==> src/rtl/uart_cmd_parser.sv <==
// Line-oriented command interpreter between the UART RX and TX FIFOs.
// "Waadd"/"Raa" + CR drive an 8-bit register bus; replies are "OK", "ER" or two hex digits.
module uart_cmd_parser #(
  parameter bit RESP_CRLF = 1'b1
) (
  input  logic       clock_i,
  input  logic       reset_n_i,
  input  logic       rx_fifo_empty_i,
  input  logic [7:0] rx_fifo_data_out_i,
  output logic       rx_fifo_read_en_o,
  input  logic       tx_fifo_full_i,
  output logic [7:0] tx_fifo_data_in_o,
  output logic       tx_fifo_write_en_o,
  output logic [7:0] reg_addr_o,
  output logic [7:0] reg_wdata_o,
  output logic       reg_wr_en_o,
  output logic       reg_rd_en_o,
  input  logic [7:0] reg_rdata_i,
  output logic       busy_o
);

  typedef enum logic [2:0] {FETCH, SETTLE, EXEC, RDWAIT, RESP} state_e;

  localparam logic [7:0] CR       = 8'h0D;
  localparam logic [7:0] LF       = 8'h0A;
  localparam logic [1:0] LAST_IDX = RESP_CRLF ? 2'd3 : 2'd2;

  function automatic logic is_hex(input logic [7:0] c);
    is_hex = (c >= 8'h30 && c <= 8'h39) || (c >= 8'h41 && c <= 8'h46) ||
             (c >= 8'h61 && c <= 8'h66);
  endfunction

  // Letters share the low nibble pattern 1..6 in both cases, so +9 covers A-F and a-f.
  function automatic logic [3:0] hex_val(input logic [7:0] c);
    if (c <= 8'h39) hex_val = c[3:0];
    else            hex_val = c[3:0] + 4'd9;
  endfunction

  function automatic logic [7:0] to_ascii(input logic [3:0] n);
    if (n < 4'd10) to_ascii = 8'h30 + {4'd0, n};
    else           to_ascii = 8'h37 + {4'd0, n};
  endfunction

  state_e     state_q;
  logic [7:0] byte_q;
  logic [7:0] line_q [5];
  logic [2:0] cnt_q;
  logic [7:0] resp_q [4];
  logic [1:0] idx_q;
  logic       rd_pend_q;
  logic       rx_rd_q, tx_we_q, wr_q, rd_q, busy_q;
  logic [7:0] tx_data_q, addr_q, wdata_q;

  logic       wr_ok_d, rd_ok_d;
  logic [7:0] addr_d, wdata_d, tx_byte_d;

  // Decode the buffered line and pick the next response byte.
  always_comb begin
    addr_d  = {hex_val(line_q[1]), hex_val(line_q[2])};
    wdata_d = {hex_val(line_q[3]), hex_val(line_q[4])};
    wr_ok_d = (cnt_q == 3'd5) && (line_q[0] == 8'h57 || line_q[0] == 8'h77) &&
              is_hex(line_q[1]) && is_hex(line_q[2]) && is_hex(line_q[3]) && is_hex(line_q[4]);
    rd_ok_d = (cnt_q == 3'd3) && (line_q[0] == 8'h52 || line_q[0] == 8'h72) &&
              is_hex(line_q[1]) && is_hex(line_q[2]);
    if (rd_pend_q) tx_byte_d = to_ascii(reg_rdata_i[7:4]);
    else           tx_byte_d = resp_q[idx_q];
  end

  // Parser FSM; every strobe is a register that self-clears after one cycle.
  always_ff @(posedge clock_i) begin
    if (!reset_n_i) begin
      state_q   <= FETCH;
      byte_q    <= 8'h00;
      for (int i = 0; i < 5; i++) line_q[i] <= 8'h00;
      for (int i = 0; i < 4; i++) resp_q[i] <= 8'h00;
      cnt_q     <= 3'd0;
      idx_q     <= 2'd0;
      rd_pend_q <= 1'b0;
      rx_rd_q   <= 1'b0;
      tx_we_q   <= 1'b0;
      wr_q      <= 1'b0;
      rd_q      <= 1'b0;
      busy_q    <= 1'b0;
      tx_data_q <= 8'h00;
      addr_q    <= 8'h00;
      wdata_q   <= 8'h00;
    end else begin
      rx_rd_q <= 1'b0;
      tx_we_q <= 1'b0;
      wr_q    <= 1'b0;
      rd_q    <= 1'b0;
      case (state_q)
        FETCH: begin
          if (!rx_fifo_empty_i) begin
            byte_q  <= rx_fifo_data_out_i;
            rx_rd_q <= 1'b1;
            state_q <= SETTLE;
          end
        end
        SETTLE: begin
          if (byte_q == CR) begin
            busy_q  <= 1'b1;
            state_q <= EXEC;
          end else if (byte_q == LF) begin
            state_q <= FETCH;
          end else begin
            // Count saturates at 6 to remember an overflow until CR.
            if (cnt_q < 3'd5) line_q[cnt_q] <= byte_q;
            if (cnt_q != 3'd6) cnt_q <= cnt_q + 3'd1;
            state_q <= FETCH;
          end
        end
        EXEC: begin
          resp_q[2] <= CR;
          resp_q[3] <= LF;
          idx_q     <= 2'd0;
          if (wr_ok_d) begin
            addr_q    <= addr_d;
            wdata_q   <= wdata_d;
            wr_q      <= 1'b1;
            resp_q[0] <= 8'h4F;
            resp_q[1] <= 8'h4B;
            state_q   <= RESP;
          end else if (rd_ok_d) begin
            addr_q    <= addr_d;
            rd_q      <= 1'b1;
            rd_pend_q <= 1'b1;
            state_q   <= RDWAIT;
          end else begin
            resp_q[0] <= 8'h45;
            resp_q[1] <= 8'h52;
            state_q   <= RESP;
          end
        end
        RDWAIT: state_q <= RESP;
        RESP: begin
          // Read data is valid only in the first RESP cycle; capture both digits then.
          if (rd_pend_q) begin
            resp_q[0] <= to_ascii(reg_rdata_i[7:4]);
            resp_q[1] <= to_ascii(reg_rdata_i[3:0]);
            rd_pend_q <= 1'b0;
          end
          if (!tx_fifo_full_i) begin
            tx_data_q <= tx_byte_d;
            tx_we_q   <= 1'b1;
            if (idx_q == LAST_IDX) begin
              idx_q   <= 2'd0;
              cnt_q   <= 3'd0;
              for (int i = 0; i < 5; i++) line_q[i] <= 8'h00;
              busy_q  <= 1'b0;
              state_q <= FETCH;
            end else begin
              idx_q <= idx_q + 2'd1;
            end
          end
        end
        default: state_q <= FETCH;
      endcase
    end
  end

  assign rx_fifo_read_en_o  = rx_rd_q;
  assign tx_fifo_data_in_o  = tx_data_q;
  assign tx_fifo_write_en_o = tx_we_q;
  assign reg_addr_o         = addr_q;
  assign reg_wdata_o        = wdata_q;
  assign reg_wr_en_o        = wr_q;
  assign reg_rd_en_o        = rd_q;
  assign busy_o             = busy_q;

endmodule

==> config.mk <==
export PLATFORM = sky130hd
export DESIGN_NAME = uart_cmd_parser
export DESIGN_NICKNAME = d
export VERILOG_FILES = /design/src/rtl/uart_cmd_parser.sv
export SDC_FILE = /design/constraint.sdc
export NUM_CORES = 1
export LEC_CHECK = 0
export CORE_MARGIN = 4
export CORE_UTILIZATION = 57
export CTS_CLUSTER_DIAMETER = 80
export DETAILED_ROUTE_END_ITERATION = 10
export HOLD_SLACK_MARGIN = 0.02
export PLACE_DENSITY = 0.89
export SYNTH_ARGS = -nofsm -noshare
export SYNTH_HDL_FRONTEND = slang
export SYNTH_SLANG_ARGS = --single-unit
export TNS_END_PERCENT = 30
==> constraint.sdc <==
create_clock -name clock_i -period 3.1 [get_ports clock_i]
set_input_delay 0.31 -clock clock_i [delete_from_list [all_inputs] [get_ports clock_i]]
set_output_delay 0.31 -clock clock_i [all_outputs]
set_load 0.02 [all_outputs]
# After elaboration in Yosys (flattened, before gate mapping)
# Memory sizes are Yosys's and may differ from the RTL's. A register that Yosys moved wholly into a read port is not among the register bits.
# Cells that the tools add are included.
# Widths: inputs -> output; s select.
classes:
  n_addsub: 10
  n_lt_le_gt_ge: 27
  eq_ne: 23
  mux: 85
  n_bitwise: 17
  reduce_logical: 47
op_table:
  columns: ["cell", "n"]
  rows:
  - ["$mux 8", 23]
  - ["$ge 8x7->1 const B", 8]
  - ["$le 8x7->1 const B", 8]
  - ["$mux 1", 37]
  - ["$eq 8x7->1 const B", 4]
  - ["$ge 8x6->1 const B", 4]
  - ["$le 8x6->1 const B", 4]
  - ["$add 6x4->7 const A", 4]
  - ["$mux 3", 9]
  - ["$logic_and 1x1->1", 20]
  - ["$ne 2x2->1 const B", 9]
  - ["$add 4x4->4 const B", 4]
  - ["$eq 8x4->1 const B", 2]
  - ["$mux 4", 4]
  - ["$pmux 3 s5", 1]
  - ["$mux 7", 2]
  - ["$reduce_and 2->1", 7]
  - ["$or 1x1->1", 13]
  - ["$logic_or 1x1->1", 10]
  - ["$mux 2", 5]
  - ["$eq 3x2->1 const B", 3]
  - ["$lt 4x4->1 const B", 2]
  - ["$reduce_or 8->1", 1]
  - ["$eq 3x3->1 const B", 2]
  - ["16 further kinds", 23]
word_totals:
  regBits: 46
  ramBits: 72
  in_bits: 20
  out_inout_bits: 29
  mem_count: 2
mem_list:
  columns: ["memory", "words", "word_bits", "read_ports", "rd_clocked_by_memory_dff", "write_ports", "line", "source"]
  rows:
  - ["line_q", 5, 8, 5, 0, 5, "46", "logic [7:0] line_q [5];"]
  - ["resp_q", 4, 8, 1, 1, 4, "48", "logic [7:0] resp_q [4];"]

# Depth between registers and ports, before layout
# An unclocked memory read counts as a cell.
depth:
  ltp_word: 16
  mapped_depth: 8
  depth_no_buf: 8

# Worst setup path before layout
# OpenSTA, ideal clock, no wires.
synth_path:
  kind: "reg2reg"
  startpoint: "memory line_q[1][7]"
  endpoint: "memory resp_q[0][0] (enable)"
  arrival_ps: 2107
  required_ps: 2811
  setup_slack_ps: 704
  path_stages_with_launch: 7
  period_less_slack_ps: 2396
  path_cell_list: "edfxtp_1 -> or4b_4 -> nor3_2 -> o2111ai_2 -> a21oi_2 -> a21oi_1 -> or3_1"
synth_lines:
  columns: ["element", "line"]
  rows:
  - ["start, declared", "46"]
  - ["end, declared", "48"]

==> results.md <==
* Leak Pwr at ~2.4 nW
* Crit path max fanout at 7
* Share of post-route cells with drive strength above 1 at 8.60%
* First-pass GRT wire length at between 15000 and 20000 µm
* P_int at around 2 mW
* Post-DRT Antenna Nets at 0
* Async set or reset register ratio after synthesis at 0%
* Row count at 34
* Routability Congestion at 0.944
* Clock power share at 35.5%
* Top FF cell, synth: edfxtp_1
* Status: complete, no violations
* Root Driver: clkbuf_8
* Initial core utilization at about three fifths
* Slew Limit Fails at 0
* Yosys warns at 0
* Total Routed Length at around 11000 µm
* Critical path type: reg2reg
* Max Cap Viol at 0
* Sw frac at 23.6%
* Number of remaining DRC errors at 0
* Hpwl dp at 8110 µm
* H-tree Lvls at 3
* Startpoint types: flip-flop
* Initial DRC Count at between 200 and 250
* Clock Path Buffers at 2
* Top cell type's share of synthesized area at 31.4%
* Period utilization at 86.6%
* Resized cells post-CTS at 0
* Postcts setup bufs at 0
* CTS tree: yes
* Sequential Power Share at a little under three fifths
* Comb pwr share at a little over 7%
* Cts hold-fix bufs at 0
* Die Wd at 103 µm
* Initial antenna violation count at 0
* Core Region at 0.00876 mm²
* PD cells at 440 mW/mm²
* Worst path required time at about 3.2 ns
* Layout Nets at ~590
* Vias in the first global route at 3918
* GRT Total Usage at 22.3%
* Maximum vdd drop at 0.000250 V
* Clk_lat worst skew at around 0.37 ns
* Element type at the critical path end: flip-flop
* Cts bufs inserted at 9
* Cell taking the most area after synthesis: edfxtp_1
* Final hold slack at around 0.46 ns
* Highest clock rate at around 370 MHz
* RSZ-0062 raised after global routing: no
* TritonRoute pass-1 iters at 5
* Setup violators final at 0
* Drt wl/cell at around 17 µm
* Synth top area cells: edfxtp_1 31%, dfxtp_1 19%, ha_1 4.9%
* Post-synthesis instance area at 0.00516 mm²
* Distinct cells, synth at 65
* Sink Count at between 100 and 150
* ANT cells at 0
* Die H at roughly 100 µm
* WP data arrival at between 2 and 3 ns
* Die area at about 0.011 mm²
* Vias per cell at ~6
* Hold Path Class: reg2reg
* Clock transition at path regs at about 0.1 ns
* Yosys reg bits at 102
* Final Skew at 0.0109 ns
* Largest net degree at the start of global routing at 40
* Syn Nets at about 540
* Synth Instances at between 500 and 600
* Slew Limit Headroom at ~50%
* Setup tns final at 0 ns
* Routed vias at 3931
* Number of buffers added on ports at 47
* Final hold violation count at 0
* Area added between synthesis and finish at 15.2%
* Synthesized area per cell at about 10 µm²
* Top-level port count at around 50
* Seq/Total Area, Yosys at between 50% and 60%
* Min cycle time layout at 2.68 ns
* Total gr overflow at 0
* Worst Tran Pin Value at about 0.75 ns
* EDFF count, synth at 54
* Net Sw Power at approximately 0.62 mW
==> cell families (layout without fill, tap and decap cells) <==
| logic type | count (synthesis) | after routing | synth area share [%] |
|---|---|---|---|
| and+or+nand+nor | 212 | 212 | 21.7 |
| DFF | 102 | 102 | 50.1 |
| AOI/OAI and AO/OA | 86 | 86 | 11.3 |
| buffers and inverters | 39 | 93 | 3.57 |
| muxes | 34 | 34 | 6.84 |
| adders and majority gates | 20 | 20 | 4.85 |
| xor gates and xnor gates | 10 | 10 | 1.70 |
| other | 1 | 1 | 0.0727 |
==> cells in the final DEF, fill, tap and decap left out, types with 6 or more instances in the layout <==
cell and n:
mux2_2 10, clkdlybuf4s50_1 47, nor3_1 9, clkbuf_8 9, nand2_1 65, o21ai_0 17
inv_1 23, dfxtp_1 48, and2_1 34, ha_1 20, nor2_1 34, nand2b_1 17
and3_1 16, a21oi_1 25, xnor2_1 9, mux2i_1 24, buf_4 6, a211oi_1 6
edfxtp_1 54
==> stage by stage <==
stage          power [mW]  util (%)  instance area, µm²  std cells  worst slack (ns)
6_report             2.61      67.8                5940        666             0.416
5_1_grt              2.70      67.8                5940        666             0.316
4_1_cts              2.62      67.8                5940        666             0.447
3_5_place_dp         1.71      65.3                5720        650             0.459
3_3_place_gp         1.70      65.3                5720        650             0.575
2_1_floorplan        1.64         -                5160        504             0.704
==> layout make-up <==
type	instances	area (µm²)
clock buffer	9	124
clock inverter	7	97.6
fill	625	2820
inverter	24	90.1
multi-input combinational	363	2400
sequential	102	2580
tap	108	135
timing repair buffer	53	515
==> synth_stat cells (2+ instances only) <==
master	n
a21o_1	2
nor2_1	34
o21bai_1	5
a211oi_1	6
nor4_1	2
nor3_1	9
o21a_1	2
edfxtp_1	54
nand2_1	65
a31o_2	2
nand4b_1	2
o31ai_1	2
nand3b_1	2
ha_1	20
or3_1	4
o21ai_0	17
xnor2_1	9
a31oi_1	5
or2_2	3
or3b_2	2
a41oi_1	3
and2_1	34
nand3_1	5
nand2b_1	17
dfxtp_1	48
mux2i_1	24
clkbuf_1	10
mux2_2	10
and3_1	16
nor3b_1	4
a21oi_1	25
inv_1	23
a221oi_1	3
nor2b_1	3
clkbuf_8	2
==> flip-flops by register name, indices dropped and copies added, names as in the netlist, 2 cells and up, named ones only <==
name,count
resp_q,16
reg_wdata_o,8
reg_addr_o,8
cnt_q,3
idx_q,2
byte_q,8
tx_fifo_data_in_o,7
line_q,39
state_q,3
==> power by group through the flow <==
stage | clock, mW | combinational [mW] | sequential [mW]
after floorplan | 0 | 0.131 | 1.51
after global placement | 0 | 0.178 | 1.52
after detailed placement | 0 | 0.188 | 1.53
after CTS | 0.938 | 0.189 | 1.49
after global routing | 0.987 | 0.210 | 1.50
final | 0.928 | 0.189 | 1.50
==> routing by layer <==
layer	global-route usage [%]	wire, µm	vias to the layer above	share of wire, %
li1	-	-	1878	-
met1	28.4	4480	1866	40
met2	38.1	5670	165	51
met3	3.38	753	22	6.8
met4	8.76	193	0	1.7
met5	0	0	-	0
==> critical path, cell delays in order (launching register included) <==
cell and delay [ns]:
edfxtp_1 0.45, or4b_4 0.57, nor3_2 0.21, o2111ai_2 0.22, a21oi_2 0.35, a21oi_1 0.13, or3_1 0.48
==> path summary, 6_finish.rpt <==
| path | start | to | slack [ns] | depth (start not counted) |
|---|---|---|---|---|
| worst max-delay path | line_q[1][7]$_SDFFCE_PN0P_ | resp_q[0][4]$_SDFFCE_PN0P_ | 0.42 | 6 |
| worst min-delay path | reg_wdata_o[6]$_SDFFE_PN0P_ | reg_wdata_o[6]$_SDFFE_PN0P_ | 0.46 | 2 |
| worst min register to register | reg_wdata_o[6]$_SDFFE_PN0P_ | reg_wdata_o[6]$_SDFFE_PN0P_ | 0.46 | 2 |
| worst max register to register | line_q[1][7]$_SDFFCE_PN0P_ | resp_q[0][4]$_SDFFCE_PN0P_ | 0.42 | 6 |
Note: power is estimated with default switching activity, not from simulation.
